`config.mk`:
```
export PLATFORM = sky130hd
export DESIGN_NAME = toggle_period_meter
export DESIGN_NICKNAME = d
export VERILOG_FILES = /design/src/rtl/toggle_meter_pkg.sv /design/src/rtl/toggle_period_meter_edge_sync.sv /design/src/rtl/toggle_period_meter.sv
export SDC_FILE = /design/constraint.sdc
export NUM_CORES = 1
export LEC_CHECK = 0
export BUFFER_PORTS_ARGS = -buffer_cell sky130_fd_sc_hd__clkbuf_2
export CAP_MARGIN = 40
export CORE_UTILIZATION = 61
export DETAILED_ROUTE_END_ITERATION = 10
export PLACE_DENSITY = 0.83
export SETUP_SLACK_MARGIN = 0.3
export SLEW_MARGIN = 5
export SYNTH_ARGS = -nofsm -noshare
export SYNTH_HDL_FRONTEND = slang
export SYNTH_SLANG_ARGS = --single-unit
```
`constraint.sdc`:
```
create_clock -name clock -period 3.5 [get_ports clock]
set_input_delay 0.7 -clock clock [delete_from_list [all_inputs] [get_ports clock]]
set_output_delay 0.7 -clock clock [all_outputs]
set_load 0.1 [all_outputs]
```
`src/rtl/toggle_meter_pkg.sv`:
```
// ============================================================================
// Module      : toggle_meter_pkg
// Description : Shared types and constants for the toggle period meter.
// Revision    : 1.0 - initial release
// ============================================================================
`default_nettype none

package toggle_meter_pkg;

    localparam int c_default_width       = 8;
    localparam int c_default_sync_stages = 2;

    typedef enum logic [1:0] {
        ST_IDLE = 2'd0,
        ST_RUN  = 2'd1,
        ST_SAT  = 2'd2
    } meter_state_e;

    // Largest count representable in a counter of the given width.
    function automatic int unsigned sat_count(input int unsigned width);
        return (32'd1 << width) - 32'd1;
    endfunction

endpackage : toggle_meter_pkg

`default_nettype wire

```
`src/rtl/toggle_period_meter_edge_sync.sv`:
```
// ============================================================================
// Module      : edge_sync
// Description : Synchronizer chain for an asynchronous toggle input plus
//               single-cycle rising-edge detector.
// Revision    : 1.0 - initial release
// ============================================================================
`default_nettype none

module edge_sync #(
    parameter int SYNC_STAGES = 2
) (
    input  logic clock,
    input  logic reset,
    input  logic tin,
    output logic ts,
    output logic rise
);

    logic [SYNC_STAGES-1:0] sync_q;
    logic [SYNC_STAGES-1:0] sync_d;
    logic                   prev_q;
    logic                   prev_d;

    generate
        if (SYNC_STAGES > 1) begin : g_chain
            always_comb sync_d = {sync_q[SYNC_STAGES-2:0], tin};
        end else begin : g_single
            always_comb sync_d = tin;
        end
    endgenerate

    always_comb begin
        prev_d = sync_q[SYNC_STAGES-1];
    end

    always_ff @(posedge clock) begin
        if (reset) begin
            sync_q <= '0;
            prev_q <= 1'b0;
        end else begin
            sync_q <= sync_d;
            prev_q <= prev_d;
        end
    end

    assign ts   = sync_q[SYNC_STAGES-1];
    assign rise = ts & ~prev_q;

endmodule : edge_sync

`default_nettype wire

```
`src/rtl/toggle_period_meter.sv`:
```
// ============================================================================
// Module      : toggle_period_meter
// Description : Measures period and high time of a toggled input in clock
//               cycles, with valid strobe, overflow flag and ratio lock.
// Revision    : 1.0 - initial release
// ============================================================================
`default_nettype none

module toggle_period_meter
    import toggle_meter_pkg::*;
#(
    parameter int WIDTH       = c_default_width,
    parameter int SYNC_STAGES = c_default_sync_stages
) (
    input  logic             clock,
    input  logic             reset,
    input  logic             tin,
    input  logic             clear,
    output logic [WIDTH-1:0] period,
    output logic [WIDTH-1:0] high_time,
    output logic             valid,
    output logic             overflow,
    output logic             locked
);

    localparam logic [WIDTH-1:0] c_sat = WIDTH'(sat_count(WIDTH));
    localparam logic [WIDTH-1:0] c_one = {{(WIDTH-1){1'b0}}, 1'b1};

    logic ts;
    logic rise;

    meter_state_e     state_q,     state_d;
    logic [WIDTH-1:0] cnt_q,       cnt_d;
    logic [WIDTH-1:0] hcnt_q,      hcnt_d;
    logic [WIDTH-1:0] period_q,    period_d;
    logic [WIDTH-1:0] high_time_q, high_time_d;
    logic             valid_q,     valid_d;
    logic             overflow_q,  overflow_d;
    logic             locked_q,    locked_d;
    logic [WIDTH-1:0] hcnt_acc;

    edge_sync #(
        .SYNC_STAGES (SYNC_STAGES)
    ) u_edge_sync (
        .clock (clock),
        .reset (reset),
        .tin   (tin),
        .ts    (ts),
        .rise  (rise)
    );

    // High-time accumulator never wraps, even while the period is saturated.
    always_comb begin
        hcnt_acc = hcnt_q;
        if (ts && (hcnt_q != c_sat)) begin
            hcnt_acc = hcnt_q + c_one;
        end
    end

    always_comb begin
        state_d     = state_q;
        cnt_d       = cnt_q;
        hcnt_d      = hcnt_q;
        period_d    = period_q;
        high_time_d = high_time_q;
        valid_d     = 1'b0;
        overflow_d  = overflow_q;
        locked_d    = locked_q;

        if (clear) begin
            state_d     = ST_IDLE;
            cnt_d       = '0;
            hcnt_d      = '0;
            period_d    = '0;
            high_time_d = '0;
            overflow_d  = 1'b0;
            locked_d    = 1'b0;
        end else begin
            case (state_q)
                ST_IDLE: begin
                    if (rise) begin
                        state_d = ST_RUN;
                        cnt_d   = c_one;
                        hcnt_d  = c_one;
                    end
                end
                ST_RUN: begin
                    if (rise) begin
                        period_d    = cnt_q;
                        high_time_d = hcnt_q;
                        overflow_d  = 1'b0;
                        valid_d     = 1'b1;
                        locked_d    = (cnt_q == period_q) && !overflow_q;
                        cnt_d       = c_one;
                        hcnt_d      = c_one;
                    end else if (cnt_q == c_sat) begin
                        state_d = ST_SAT;
                        hcnt_d  = hcnt_acc;
                    end else begin
                        cnt_d  = cnt_q + c_one;
                        hcnt_d = hcnt_acc;
                    end
                end
                ST_SAT: begin
                    if (rise) begin
                        period_d    = c_sat;
                        high_time_d = hcnt_q;
                        overflow_d  = 1'b1;
                        valid_d     = 1'b1;
                        locked_d    = 1'b0;
                        cnt_d       = c_one;
                        hcnt_d      = c_one;
                        state_d     = ST_RUN;
                    end else begin
                        hcnt_d = hcnt_acc;
                    end
                end
                default: begin
                    state_d = ST_IDLE;
                end
            endcase
        end
    end

    always_ff @(posedge clock) begin
        if (reset) begin
            state_q     <= ST_IDLE;
            cnt_q       <= '0;
            hcnt_q      <= '0;
            period_q    <= '0;
            high_time_q <= '0;
            valid_q     <= 1'b0;
            overflow_q  <= 1'b0;
            locked_q    <= 1'b0;
        end else begin
            state_q     <= state_d;
            cnt_q       <= cnt_d;
            hcnt_q      <= hcnt_d;
            period_q    <= period_d;
            high_time_q <= high_time_d;
            valid_q     <= valid_d;
            overflow_q  <= overflow_d;
            locked_q    <= locked_d;
        end
    end

    assign period    = period_q;
    assign high_time = high_time_q;
    assign valid     = valid_q;
    assign overflow  = overflow_q;
    assign locked    = locked_q;

endmodule : toggle_period_meter

`default_nettype wire

```
==> impl_metrics.toml <==
[status]
status = "completed"

[floorplan]
ios = 23
die_y_um = 58.4
die_w_um = 58.4
core_mm2 = 0.00303
rows = 20
start_util_pct = 64.1
floorplan.die_area_mm2 = 0.00341

[grt]
grt-ovfl-total = 0
grt_pass1_vias = 1500
grt_max_degree = 22
grt_pass1_wl_um = 6890
antenna_found_initial = 0
grt.total_usage_pct = 26.3

[detailed_routing]
dr.pass1.iters = 4
routed_wl_um = 4050
ant_nets = 0
vias_per_cell = 5.98
avgRoutedWirePerCell_um = 14.4
vias = 1687
drt-initial-drc-count = 115
drc = 0

[power_and_ir_drop]
switchingPower_w = 0.000187
p_leak_nw = 0.885
comb_power_share_pct = 4.3
p_sw_share_pct = 23.2
power.density_mw_per_mm2 = 376
irDropWorstVdd_mv = 0.264
seqPwrFrac_pct = 57.0
p_int_w = 0.000621
pwr-share-clk_pct = 38.8

[clock_network]
insertion_delay_ps = 350
ctsHoldBuffers = 0
root_buffer = "clkbuf_4"
cts-buffers-inserted = 5
postCtsSetupBuffers = 0
post_cts_resized = 0
clk_path_buf_depth = 2
cts.clk_slew.worst_paths_ps = 120
cts_tree = "yes"
ctsHtreeMaxLevel = 2
clock-sinks = 40

[critical_path]
worst-setup-path-type = "register to register"
setup.worst_path.end_class = "register"
required_ps = 3790
worstPathArrival_ps = 2360
reg2reg_depth = 5
crit_path_start_kind = "register"
cp_max_fo = 8

[synthesis]
synthSimpleGateAreaFrac_pct = 19.2
synth-edff-count = 0
synth_compound_area_share_pct = 22.7
yosysTopAreaCellShare_pct = 41.2
synth_area_mm2 = 0.00194
syn-num-nets = 230
synthTopCellsByArea = "dfxtp_1 41%, ha_1 4.5%, nor2_1 4.4%"
muxShareOfSynthArea_pct = 4.12
synth_top_family_by_area = "compound AO/OA/AOI/OAI gates"
ys_ff_latch = 40
yosysTopAreaCell = "dfxtp_1"
synth-warning-count = 0
syn_area_per_cell_um2 = 8.87
synthArstFlopShare_pct = 0
synth_xor_area_share_pct = 4.06
synth_seq_area_share_pct = 41.2
synthAdderAreaFrac_pct = 4.51
syn_inst = 219
ys.flop_type = "dfxtp_1"
ys_types = 43

[layout]
fillCellCount = 240
nets = 248
fin_util_pct = 71.0
antenna_cells = 0
layout-drive-gt1-share_pct = 18.1
syn_to_final_growth_pct = 10.8

[timing]
hold_ws_ps = 465
post-route-period-util_pct = 59.2
max_freq_mhz = 483
hold_viol = 0
report.final.slew_viol_count = 0
post-route-min-period_ps = 2070
relSlewSlack_pct = 54.0
grt_setup_unrepaired = "false"
fin_tns_setup_ps = 0
skew_ps = 5.33
setup_viol = 0
worstMarginPinSlew_ps = 688

[placed_design]
hpwl_um = 2810
gp_congestion = 0.899
io_buffers = 22

[flow_run]
drv_cap = 0

[min_path]
whs_path_depth = 1
hold_path_class = "register to register"
## cells in the final DEF, fill, tap and decap left out, drive strengths merged, types with 4 or more instances in the layout
master,count
dfxtp,40
clkbuf,27
nor2,23
nand2,14
nand3,10
inv,10
o21ai,9
a21oi,8
a31oi,8
mux2i,8
xor2,8
o221a,7
ha,7
nand4,5
a211oi,5
nor3,4
## cell families after synthesis
kind of cell / Yosys count
adder cells (fa/ha/maj): 7
flip-flops: 40
multiplexers: 8
AND/OR/NAND/NOR: 75
buffers and inverters: 21
AO/OA/AOI/OAI: 59
XOR/XNOR: 9
## final cells by class
class                           instances  area [µm²]  area share [%]
Clock inverter                          3        46.3            2.15
Clock buffer                            5        37.5            1.75
Multi-Input combinational cell        158        1060            49.3
Inverter                                9        33.8            1.57
Sequential cell                        40         801            37.2
Tap cell                               44        55.1            2.56
Timing Repair Buffer                   23         118            5.47
## power by group through the flow
| stage | Combinational, W | Sequential (W) | Clock [W] |
|---|---|---|---|
| 6_report | 0.0000346 | 0.000461 | 0.000313 |
| 5_1_grt | 0.0000378 | 0.000461 | 0.000341 |
| 4_1_cts | 0.0000339 | 0.000461 | 0.000321 |
| 3_5_place_dp | 0.0000337 | 0.000471 | 0 |
| 3_3_place_gp | 0.0000332 | 0.000471 | 0 |
| 2_1_floorplan | 0.0000237 | 0.000471 | 0 |
## flip-flops by register name, summed over array words and instances (netlist names)
register	cells
overflow	1
u_edge_sync.sync_q	2
u_edge_sync.prev_q	1
period	8
high_time	8
cnt_q	8
locked	1
state_q	2
hcnt_q	8
valid	1
## final timing paths
kind	from	end	slack [ps]
min reg2reg	u_edge_sync.sync_q[0]	u_edge_sync.sync_q[1]	470
min	u_edge_sync.sync_q[0]	u_edge_sync.sync_q[1]	470
max reg2reg	state_q[0]	hcnt_q[1]	1430
max	state_q[0]	hcnt_q[1]	1430
## critical path: stages (launching register included)
cell     delay, ps
dfxtp_1        410
inv_1          100
ha_1           410
a221o_1        440
or4b_1         510
a21oi_1        150
## stage by stage
step	cell area, µm²	cells	setup slack [ps]	total power [W]
floorplan	1940	219	1540	0.000495
global placement	2070	274	1520	0.000504
detailed placement	2070	274	1460	0.000505
CTS	2150	282	1440	0.000816
global route	2150	282	1280	0.000841
finish	2150	282	1430	0.000809
## cells in the mapped netlist, types with 3 or more instances
library cell and n:
or2_2 3, inv_1 9, o211ai_1 3, a31oi_1 8, nand3_1 10, a21oi_1 8
o221a_2 7, xor2_1 8, mux2i_1 8, nand4_1 5, nand2_1 14, o22ai_1 3
a211oi_1 5, nor2b_1 3, nor2_1 23, a311oi_1 3, o21ai_0 9, clkbuf_1 10
ha_1 7, dfxtp_1 40, nor3_1 4
## metal layers
layer | global-route usage, % | vias up | part of all wire [%]
met2 | 38.9 | 74 | 42
met5 | 0 | - | 0
met1 | 37.4 | 755 | 49
met3 | 5.27 | 8 | 6.7
li1 | - | 850 | -
met4 | 10.9 | 0 | 1.7
Note: power is estimated with default switching activity, not from simulation.
